--- src/rtl/alu_req_sequencer_if.sv ---
// Requester/writeback bundle for alu_req_sequencer: two request ports sharing one
// response port. master = requesters plus sink, slave = sequencer.
interface alu_req_sequencer_if #(
  parameter int WIDTH = 8
);
  logic [1:0]       req_valid;
  logic [1:0]       req_ready;
  logic [3:0]       req_op0;
  logic [3:0]       req_op1;
  logic [WIDTH-1:0] req_a0;
  logic [WIDTH-1:0] req_a1;
  logic [WIDTH-1:0] req_b0;
  logic [WIDTH-1:0] req_b1;
  logic             rsp_valid;
  logic             rsp_ready;
  logic             rsp_id;
  logic [WIDTH-1:0] rsp_result1;
  logic [WIDTH-1:0] rsp_result2;
  logic             rsp_arith;

  modport master (
    output req_valid, req_op0, req_op1, req_a0, req_a1, req_b0, req_b1, rsp_ready,
    input  req_ready, rsp_valid, rsp_id, rsp_result1, rsp_result2, rsp_arith
  );

  modport slave (
    input  req_valid, req_op0, req_op1, req_a0, req_a1, req_b0, req_b1, rsp_ready,
    output req_ready, rsp_valid, rsp_id, rsp_result1, rsp_result2, rsp_arith
  );
endinterface

--- src/rtl/alu_req_sequencer.sv ---
// Round-robin sharing of one ALU between two requesters; mul/div iterate one bit per cycle.
// state | meaning: IDLE = arbitrate/accept, EXEC = mul/div iterating, RESP = result offered
module alu_req_sequencer #(
  parameter int WIDTH = 8
) (
  input  logic                 clk,
  input  logic                 rst,
  alu_req_sequencer_if.slave   bus,
  output logic                 busy
);
  localparam int CW = (WIDTH > 1) ? $clog2(WIDTH) : 1;
  localparam logic [CW-1:0] CNT_INIT = CW'(WIDTH - 1);

  localparam logic [1:0] S_IDLE = 2'd0;
  localparam logic [1:0] S_EXEC = 2'd1;
  localparam logic [1:0] S_RESP = 2'd2;

  localparam logic [3:0] OP_ADD = 4'b0000;
  localparam logic [3:0] OP_MUL = 4'b0001;
  localparam logic [3:0] OP_DIV = 4'b0010;
  localparam logic [3:0] OP_XOR = 4'b0011;

  logic [1:0]       state_q, state_d;
  logic             rr_q, rr_d;
  logic [CW-1:0]    cnt_q, cnt_d;
  logic             div_q, div_d;
  logic             id_q, id_d;
  logic [WIDTH-1:0] a_q, a_d;
  logic [WIDTH-1:0] acc_q, acc_d;
  logic [WIDTH-1:0] lo_q, lo_d;
  logic             rsp_id_q, rsp_id_d;
  logic [WIDTH-1:0] res1_q, res1_d;
  logic [WIDTH-1:0] res2_q, res2_d;
  logic             arith_q, arith_d;

  logic             gnt_id;
  logic [1:0]       req_ready;
  logic             accept;
  logic [3:0]       sel_op;
  logic [WIDTH-1:0] sel_a;
  logic [WIDTH-1:0] sel_b;

  logic [WIDTH:0]   mul_sum;
  logic [WIDTH:0]   div_sh;
  logic             div_ge;
  logic [WIDTH-1:0] div_diff;
  logic [WIDTH-1:0] step_acc;
  logic [WIDTH-1:0] step_lo;

  always_comb begin
    gnt_id = rr_q;
    if (!bus.req_valid[rr_q]) gnt_id = ~rr_q;
    req_ready = 2'b00;
    if (state_q == S_IDLE && !rst && (|bus.req_valid))
      req_ready = gnt_id ? 2'b10 : 2'b01;
    accept = |(bus.req_valid & req_ready);
    sel_op = gnt_id ? bus.req_op1 : bus.req_op0;
    sel_a  = gnt_id ? bus.req_a1  : bus.req_a0;
    sel_b  = gnt_id ? bus.req_b1  : bus.req_b0;
  end

  // One iteration step. Mul keeps {acc,lo} as the shifting product with the
  // multiplier in lo; div keeps remainder in acc and dividend/quotient in lo.
  // Either way result1 = lo and result2 = acc once WIDTH steps are done.
  always_comb begin
    mul_sum  = {1'b0, acc_q} + (lo_q[0] ? {1'b0, a_q} : '0);
    div_sh   = {acc_q, lo_q[WIDTH-1]};
    div_ge   = (div_sh >= {1'b0, a_q});
    div_diff = div_sh[WIDTH-1:0] - a_q;
    if (div_q) begin
      step_acc = div_ge ? div_diff : div_sh[WIDTH-1:0];
      step_lo  = {lo_q[WIDTH-2:0], div_ge};
    end else begin
      step_acc = mul_sum[WIDTH:1];
      step_lo  = {mul_sum[0], lo_q[WIDTH-1:1]};
    end
  end

  always_comb begin
    state_d  = state_q;
    rr_d     = rr_q;
    cnt_d    = cnt_q;
    div_d    = div_q;
    id_d     = id_q;
    a_d      = a_q;
    acc_d    = acc_q;
    lo_d     = lo_q;
    rsp_id_d = rsp_id_q;
    res1_d   = res1_q;
    res2_d   = res2_q;
    arith_d  = arith_q;

    case (state_q)
      S_IDLE: begin
        if (accept) begin
          id_d = gnt_id;
          rr_d = ~gnt_id;
          case (sel_op)
            OP_MUL, OP_DIV: begin
              div_d   = (sel_op == OP_DIV);
              a_d     = (sel_op == OP_DIV) ? sel_b : sel_a;
              lo_d    = (sel_op == OP_DIV) ? sel_a : sel_b;
              acc_d   = '0;
              cnt_d   = CNT_INIT;
              state_d = S_EXEC;
            end
            default: begin
              rsp_id_d = gnt_id;
              state_d  = S_RESP;
              res1_d   = '0;
              res2_d   = '0;
              arith_d  = 1'b0;
              if (sel_op == OP_ADD) begin
                res1_d  = sel_a + sel_b;
                res2_d  = sel_a - sel_b;
                arith_d = 1'b1;
              end else if (sel_op == OP_XOR) begin
                res1_d = sel_a ^ sel_b;
                res2_d = WIDTH'(sel_a == sel_b);
              end
            end
          endcase
        end
      end
      S_EXEC: begin
        acc_d = step_acc;
        lo_d  = step_lo;
        cnt_d = cnt_q - CW'(1);
        if (cnt_q == '0) begin
          res1_d   = step_lo;
          res2_d   = step_acc;
          arith_d  = 1'b1;
          rsp_id_d = id_q;
          state_d  = S_RESP;
        end
      end
      S_RESP: begin
        if (bus.rsp_ready) state_d = S_IDLE;
      end
      default: state_d = S_IDLE;
    endcase
  end

  always_ff @(posedge clk) begin
    if (rst) begin
      state_q  <= S_IDLE;
      rr_q     <= 1'b0;
      cnt_q    <= '0;
      div_q    <= 1'b0;
      id_q     <= 1'b0;
      a_q      <= '0;
      acc_q    <= '0;
      lo_q     <= '0;
      rsp_id_q <= 1'b0;
      res1_q   <= '0;
      res2_q   <= '0;
      arith_q  <= 1'b0;
    end else begin
      state_q  <= state_d;
      rr_q     <= rr_d;
      cnt_q    <= cnt_d;
      div_q    <= div_d;
      id_q     <= id_d;
      a_q      <= a_d;
      acc_q    <= acc_d;
      lo_q     <= lo_d;
      rsp_id_q <= rsp_id_d;
      res1_q   <= res1_d;
      res2_q   <= res2_d;
      arith_q  <= arith_d;
    end
  end

  assign bus.req_ready   = req_ready;
  assign bus.rsp_valid   = (state_q == S_RESP);
  assign bus.rsp_id      = rsp_id_q;
  assign bus.rsp_result1 = res1_q;
  assign bus.rsp_result2 = res2_q;
  assign bus.rsp_arith   = arith_q;
  assign busy            = (state_q != S_IDLE);
endmodule
--- src/flat_wrapper.sv ---
// flat-port wrapper written by rule: the top's interface ports become plain ports
module alu_req_sequencer_flat 
#(
  parameter int WIDTH = 8
)
  (clk, rst, busy, bus_req_valid, bus_req_op0, bus_req_op1, bus_req_a0, bus_req_a1, bus_req_b0, bus_req_b1, bus_rsp_ready, bus_req_ready, bus_rsp_valid, bus_rsp_id, bus_rsp_result1, bus_rsp_result2, bus_rsp_arith);
  alu_req_sequencer_if #(.WIDTH(WIDTH)) bus_i ();
  input  logic clk;
  input  logic rst;
  output logic busy;
  input wire logic [$bits(bus_i.req_valid)-1:0] bus_req_valid;
  input wire logic [$bits(bus_i.req_op0)-1:0] bus_req_op0;
  input wire logic [$bits(bus_i.req_op1)-1:0] bus_req_op1;
  input wire logic [$bits(bus_i.req_a0)-1:0] bus_req_a0;
  input wire logic [$bits(bus_i.req_a1)-1:0] bus_req_a1;
  input wire logic [$bits(bus_i.req_b0)-1:0] bus_req_b0;
  input wire logic [$bits(bus_i.req_b1)-1:0] bus_req_b1;
  input wire logic [$bits(bus_i.rsp_ready)-1:0] bus_rsp_ready;
  output wire logic [$bits(bus_i.req_ready)-1:0] bus_req_ready;
  output wire logic [$bits(bus_i.rsp_valid)-1:0] bus_rsp_valid;
  output wire logic [$bits(bus_i.rsp_id)-1:0] bus_rsp_id;
  output wire logic [$bits(bus_i.rsp_result1)-1:0] bus_rsp_result1;
  output wire logic [$bits(bus_i.rsp_result2)-1:0] bus_rsp_result2;
  output wire logic [$bits(bus_i.rsp_arith)-1:0] bus_rsp_arith;
  assign bus_i.req_valid = bus_req_valid;
  assign bus_i.req_op0 = bus_req_op0;
  assign bus_i.req_op1 = bus_req_op1;
  assign bus_i.req_a0 = bus_req_a0;
  assign bus_i.req_a1 = bus_req_a1;
  assign bus_i.req_b0 = bus_req_b0;
  assign bus_i.req_b1 = bus_req_b1;
  assign bus_i.rsp_ready = bus_rsp_ready;
  assign bus_req_ready = bus_i.req_ready;
  assign bus_rsp_valid = bus_i.rsp_valid;
  assign bus_rsp_id = bus_i.rsp_id;
  assign bus_rsp_result1 = bus_i.rsp_result1;
  assign bus_rsp_result2 = bus_i.rsp_result2;
  assign bus_rsp_arith = bus_i.rsp_arith;
  alu_req_sequencer #(.WIDTH(WIDTH)) u_core (.clk(clk), .rst(rst), .bus(bus_i), .busy(busy));
endmodule
--- config.mk ---
export PLATFORM = sky130hd
export DESIGN_NAME = alu_req_sequencer_flat
export DESIGN_NICKNAME = d
export VERILOG_FILES = /design/src/rtl/alu_req_sequencer_if.sv /design/src/rtl/alu_req_sequencer.sv /design/src/flat_wrapper.sv
export SDC_FILE = /design/constraint.sdc
export NUM_CORES = 1
export LEC_CHECK = 0
export ABC_AREA = 1
export BUFFER_PORTS_ARGS = -buffer_cell sky130_fd_sc_hd__buf_2
export CAP_MARGIN = 10
export CORE_UTILIZATION = 30
export DETAILED_ROUTE_END_ITERATION = 12
export PLACE_DENSITY_LB_ADDON = 0.12
export REMOVE_ABC_BUFFERS = 1
export SYNTH_ARGS = -nofsm -noshare
export SYNTH_HDL_FRONTEND = slang
export SYNTH_SLANG_ARGS = --single-unit
--- constraint.sdc ---
create_clock -name clk -period 4.5 [get_ports clk]
set_input_delay 0 -clock clk [delete_from_list [all_inputs] [get_ports clk]]
set_output_delay 0 -clock clk [all_outputs]
set_load 0.1 [all_outputs]
# Word level (Yosys, flattened, before mapping)
# Index checks and enable logic that the tools add are counted.
dict set report word_totals {
  reg_bits 50
  input_bits 45
  elab_cells 99
}
dict set report classes {
  addsub 5
  n_lt_le_gt_ge 2
  eq_ne 11
  muxes 49
  bitwise 4
  reduce_logical 16
}
# cell count
set op_table {}
lappend op_table {{$mux W8} 21}
lappend op_table {{$pmux W8 S2} 4}
lappend op_table {{$sub A8 B8 Y8} 2}
lappend op_table {{$mux W2} 6}
lappend op_table {{$mux W1} 11}
lappend op_table {{$add A8 B9 Y9} 1}
lappend op_table {{$ge A9 B8 Y1} 1}
lappend op_table {{$reduce_and A3 Y1} 3}
lappend op_table {{$add A8 B8 Y8} 1}
lappend op_table {{$eq A4 B2 Y1 const B} 2}
lappend op_table {{$eq A8 B8 Y1} 1}
lappend op_table {{$xor A8 B8 Y8} 1}
lappend op_table {{$mux W3} 2}
lappend op_table {{$ne A2 B2 Y1 const B} 3}
lappend op_table {{$pmux W2 S3} 1}
lappend op_table {{$pmux W3 S2} 1}
lappend op_table {{$reduce_or A2 Y1} 3}
lappend op_table {{$eq A4 B1 Y1 const B} 1}
lappend op_table {{$logic_not A4 Y1} 1}
lappend op_table {{$mux W4} 1}
lappend op_table {{$ne A2 B1 Y1 const B} 2}
lappend op_table {{$pmux W1 S2} 2}
lappend op_table {{$reduce_and A4 Y1} 1}
lappend op_table {{$reduce_bool A2 Y1} 2}
lappend op_table {{other kinds (11)} 13}

# Logic depth before layout (Yosys ltp)
dict set report logic_depth {
  ltp_word 10
  mapped_depth 20
  mapped_depth_nobuf 18
}

# Worst setup path before layout
# OpenSTA, ideal clock, no wires.
dict set report synth_path {
  kind {register to register}
  start {register u_core.rr_q}
  end {register u_core.res2_q[7], in the netlist u_core.bus.rsp_result2[7]}
  t_arrival_ns 2.392
  t_required_ns 4.391
  slack_ns 1.999
  path_stages_with_launch 18
  period_less_slack_ns 2.501
  cell_sequence {dfxtp_1 -> inv_2 -> nand2_2 -> nand2_2 -> buf_4 -> buf_2 -> or2_2 -> o21ai_0 -> ha_1 -> clkbuf_1 -> a21oi_1 -> nor2_1 -> a211oi_1 -> nand3_1 -> nand3_1 -> nand3_1 -> nand2_1 -> inv_1}
}
dict set report synth_between {
  elab_chain_cells 9
  word_cells_on_any_way 23
  classes_between {1 x add/sub; 4 x eq/ne; 12 x mux; 2 x bitwise; 4 x reduce/logical}
}
# item line
set synth_lines {}
lappend synth_lines {{start: declaration} alu_req_sequencer.sv:24} ;# logic rr_q, rr_d;
lappend synth_lines {{start signal: assignment} alu_req_sequencer.sv:160} ;# rr_q <= rr_d;
lappend synth_lines {{$mux W1 (not written as such) (2 in series)} alu_req_sequencer.sv:52} ;# if (!bus.req_valid[rr_q]) gnt_id = ~rr_q;
lappend synth_lines {{$mux W1 (*)} alu_req_sequencer.sv:52}
lappend synth_lines {{$mux W8, or another cell as far along} alu_req_sequencer.sv:58} ;# sel_a = gnt_id ? bus.req_a1 : bus.req_a0;
lappend synth_lines {{$sub A8 B8 Y8, or another cell as far along} alu_req_sequencer.sv:115} ;# res2_d = sel_a - sel_b;
lappend synth_lines {{$mux W8 or $and A2 B2 Y2 (tied branches)} {alu_req_sequencer.sv:113, alu_req_sequencer.sv:56}}
lappend synth_lines {{$mux W8 or $reduce_or A2 Y1 (tied branches)} {alu_req_sequencer.sv:98, alu_req_sequencer.sv:56}}
lappend synth_lines {{$mux W8 or $ne A2 B1 Y1 (tied branches)} n/a}
lappend synth_lines {{$pmux W8 S2 or $reduce_and A4 Y1 (tied branches)} n/a}
lappend synth_lines {{end signal: assignment} alu_req_sequencer.sv:169} ;# res2_q <= res2_d;
lappend synth_lines {{end: declaration} alu_req_sequencer.sv:33} ;# logic [WIDTH-1:0] res2_q, res2_d;
# Mark *: on every way between the ends. The rest lies on a longest branch, timed or not. The select of a mux whose other input is x is not followed.
# A chain may end at the register's enable or synchronous reset.

# Final worst setup path
dict set report layout_path {
  start {register u_core.rr_q}
  end {register u_core.res2_q[4], in the netlist u_core.bus.rsp_result2[4]}
}
# Same word-level chain as after synthesis.

==> flow_summary.yaml <==
die:
  die_w_um: 121.3
  start_util: 0.3075
  die_area_sq_um: 14710
  rows: 43
  die_h_um: 121.3
  io-pin-count: 67
  core-area_sq_um: 13880
yosys:
  synthTopCellsByCount: "nand2_1 (190), inv_1 (83), a21oi_1 (60)"
  synth.most_common_cell: "nand2_1"
  ys_warn_count: 0
  syn_area_sq_um: 4268
  netlist_instances: 692
  synthTopCellsByArea: "dfxtp_1 (23%), nand2_1 (17%), ha_1 (9.1%)"
  yosysTopAreaCell: "dfxtp_1"
  ys_ff_latch: 50
  seq_area_frac_synth: 0.2345
  synth-edff-count: 0
  ys.flop_type: "dfxtp_1"
  synth-async-reset-ratio: 0
  synth_area_per_cell_sq_um: 6.167
  synth_cell_type_count: 37
  synth_top_area_share: 0.2345
detailed_routing:
  route.met3.wl_um: 378
  wl_met2_um: 6121
  via_count: 4416
  drc: 0
  drt_first_iter_violations: 243
  dr.pass1.iters: 5
  drt-wirelength-per-cell_um: 14.08
  wl_um: 12970
  ant_nets: 0
  wl_met1_um: 6345
  highest_layer: "met4"
  detail_route.vias_per_cell: 4.795
power_and_ir_drop:
  power_leakage_nw: 2.481
  cellPowerDensity_nw_per_um2: 405.5
  irDropWorstVdd_mv: 0.1610
timing:
  setup_viol: 0
  min_period_over_period: 0.6336
  slew_headroom: 0.2475
  maxSlewViolCount: 0
  clock_skew_ns: 0.008646
  tns_ns: 0
  worst_slew_pin_slew_ns: 1.128
  clock.fmax_mhz: 350.7
  final_hold_viol_count: 0
  rsz0062_at_grt: "false"
  post-route-min-period_ns: 2.851
finish:
  final_net_count: 820
  drive_above_1_share: 0.1430
  antenna-diode-count: 0
  fillers: 1531
  syn2layout_area_growth_pct: 13.98
  final_cell_area_sq_um: 4865
critical_path:
  required_ns: 4.67
  worstPathArrival_ns: 3.03
  critPathKind: "flop to flop"
  crit_fanout: 22
  end_kind: "flop"
  start_kind: "flop"
status:
  status: "finished, final reports clean"
clocking:
  clk_path_buf_depth: 2
  cts_tree: "built"
  cts.reportedPaths.clkPinSlew_ns: 0.07
  cts_buffers: 5
  post_cts_resized: 0
  cts_sinks: 50
  htreeDepth: 2
  clock_latency_ns: 0.29
  holdBufCountCts: 0
  post-cts-setup-buffer-count: 0
  cts_root_buf: "clkbuf_16"
placement:
  post-dp-hpwl_um: 10320
  routabilityCongestion: 0.8965
  place_area_sq_um: 4698
  port_buffers: 66
grt:
  grt_remaining_overflow: 0
  antenna_found_initial: 0
  grt_max_degree: 41
  globalRouteTotalUtil: 0.1830
  first_global_vias: 4136
  grt_pass1_wl_um: 21120
min_path:
  hold_path.class: "primary input to flop"
job:
  max-cap-violations: 0
-- cell families (layout without fill, tap and decap cells) --
logic type	count (synthesis)	after routing	synth area share
flops	50	50	0.2345
fa+ha+maj	35	35	0.1096
compound gates	164	164	0.2073
xor+xnor	10	10	0.02052
buf+inv	116	165	0.1102
simple gates	317	317	0.3178
-- critical path, cell delays in order (launching register included) --
cell	delay (ns)
dfxtp_1	0.36
inv_2	0.07
nand2_2	0.08
nand2_2	0.23
or2_2	0.35
o21ai_0	0.21
ha_1	0.38
inv_1	0.22
o21bai_1	0.13
a31oi_1	0.18
xor2_1	0.22
nor2_1	0.06
nor2_1	0.14
a21oi_1	0.09
-- sequential cells by signal, indices dropped and copies added, names as in the netlist, 2 cells and up --
register / count
u_core.cnt_q: 3
u_core.state_q: 2
u_core.acc_q: 8
u_core.lo_q: 8
u_core.bus.rsp_result2: 8
u_core.bus.rsp_result1: 8
u_core.a_q: 8
-- report_power, final --
group	total [W]	switching (W)	leakage [nW]	internal, W
registers	0.000542	0.0000427	0.408	0.000499
clock network	0.000424	0.000171	0.0832	0.000252
logic	0.00101	0.000767	1.99	0.000240
total	0.00197	0.000981	2.48	0.000991
-- worst paths after layout --
kind,start,end,slack (ns),cells after the start
worst max-delay path,u_core.rr_q,u_core.bus.rsp_result2[4],1.65,13
worst min-delay path,bus_rsp_ready,u_core.state_q[1],0.04,3
worst max register to register,u_core.rr_q,u_core.bus.rsp_result2[4],1.65,13
worst min register to register,u_core.id_q,u_core.id_q,0.49,2
-- metrics by stage --
step / utilization / total power (W) / setup slack (ns) / cells / hold WS, ns
floorplan: - / 0.001326 / 2.058 / 666 / 0.06907
global placement: 0.3385 / 0.001560 / 1.661 / 913 / 0.3474
detailed placement: 0.3385 / 0.001560 / 1.607 / 913 / 0.3563
CTS: 0.3505 / 0.001983 / 1.611 / 921 / 0.04468
global route: 0.3505 / 0.002104 / 1.214 / 921 / 0.05640
finish: 0.3505 / 0.001972 / 1.649 / 921 / 0.04233
-- area by class of cell --
class,count,area (sq um),share of cell area
multi-input combinational,526,2796,0.5748
inverter,90,337.8,0.06944
tap,180,225.2,0.04630
sequential,50,1001,0.2058
timing repair buffer,67,337.8,0.06944
clock buffer,8,166.4,0.03421
-- placed cells by master (no fill, tap or decap), types with 5 or more instances in the layout --
| cell type | count |
|---|---|
| a21oi_1 | 60 |
| a31oi_1 | 11 |
| buf_2 | 66 |
| clkbuf_16 | 5 |
| dfxtp_1 | 50 |
| ha_1 | 31 |
| inv_1 | 83 |
| inv_2 | 7 |
| nand2_1 | 190 |
| nand3_1 | 43 |
| nor2_1 | 51 |
| nor3_1 | 7 |
| o211ai_1 | 5 |
| o21ai_0 | 43 |
| o21ai_1 | 31 |
| or2_2 | 7 |
| xor2_1 | 7 |
-- per-layer routing --
metal / vias up / GRT usage
met5: - / 0
met4: 0 / 0.03549
li1: 2342 / -
met1: 1980 / 0.2509
met3: 8 / 0.01457
met2: 86 / 0.3129
Note: power is estimated with default switching activity, not from simulation.
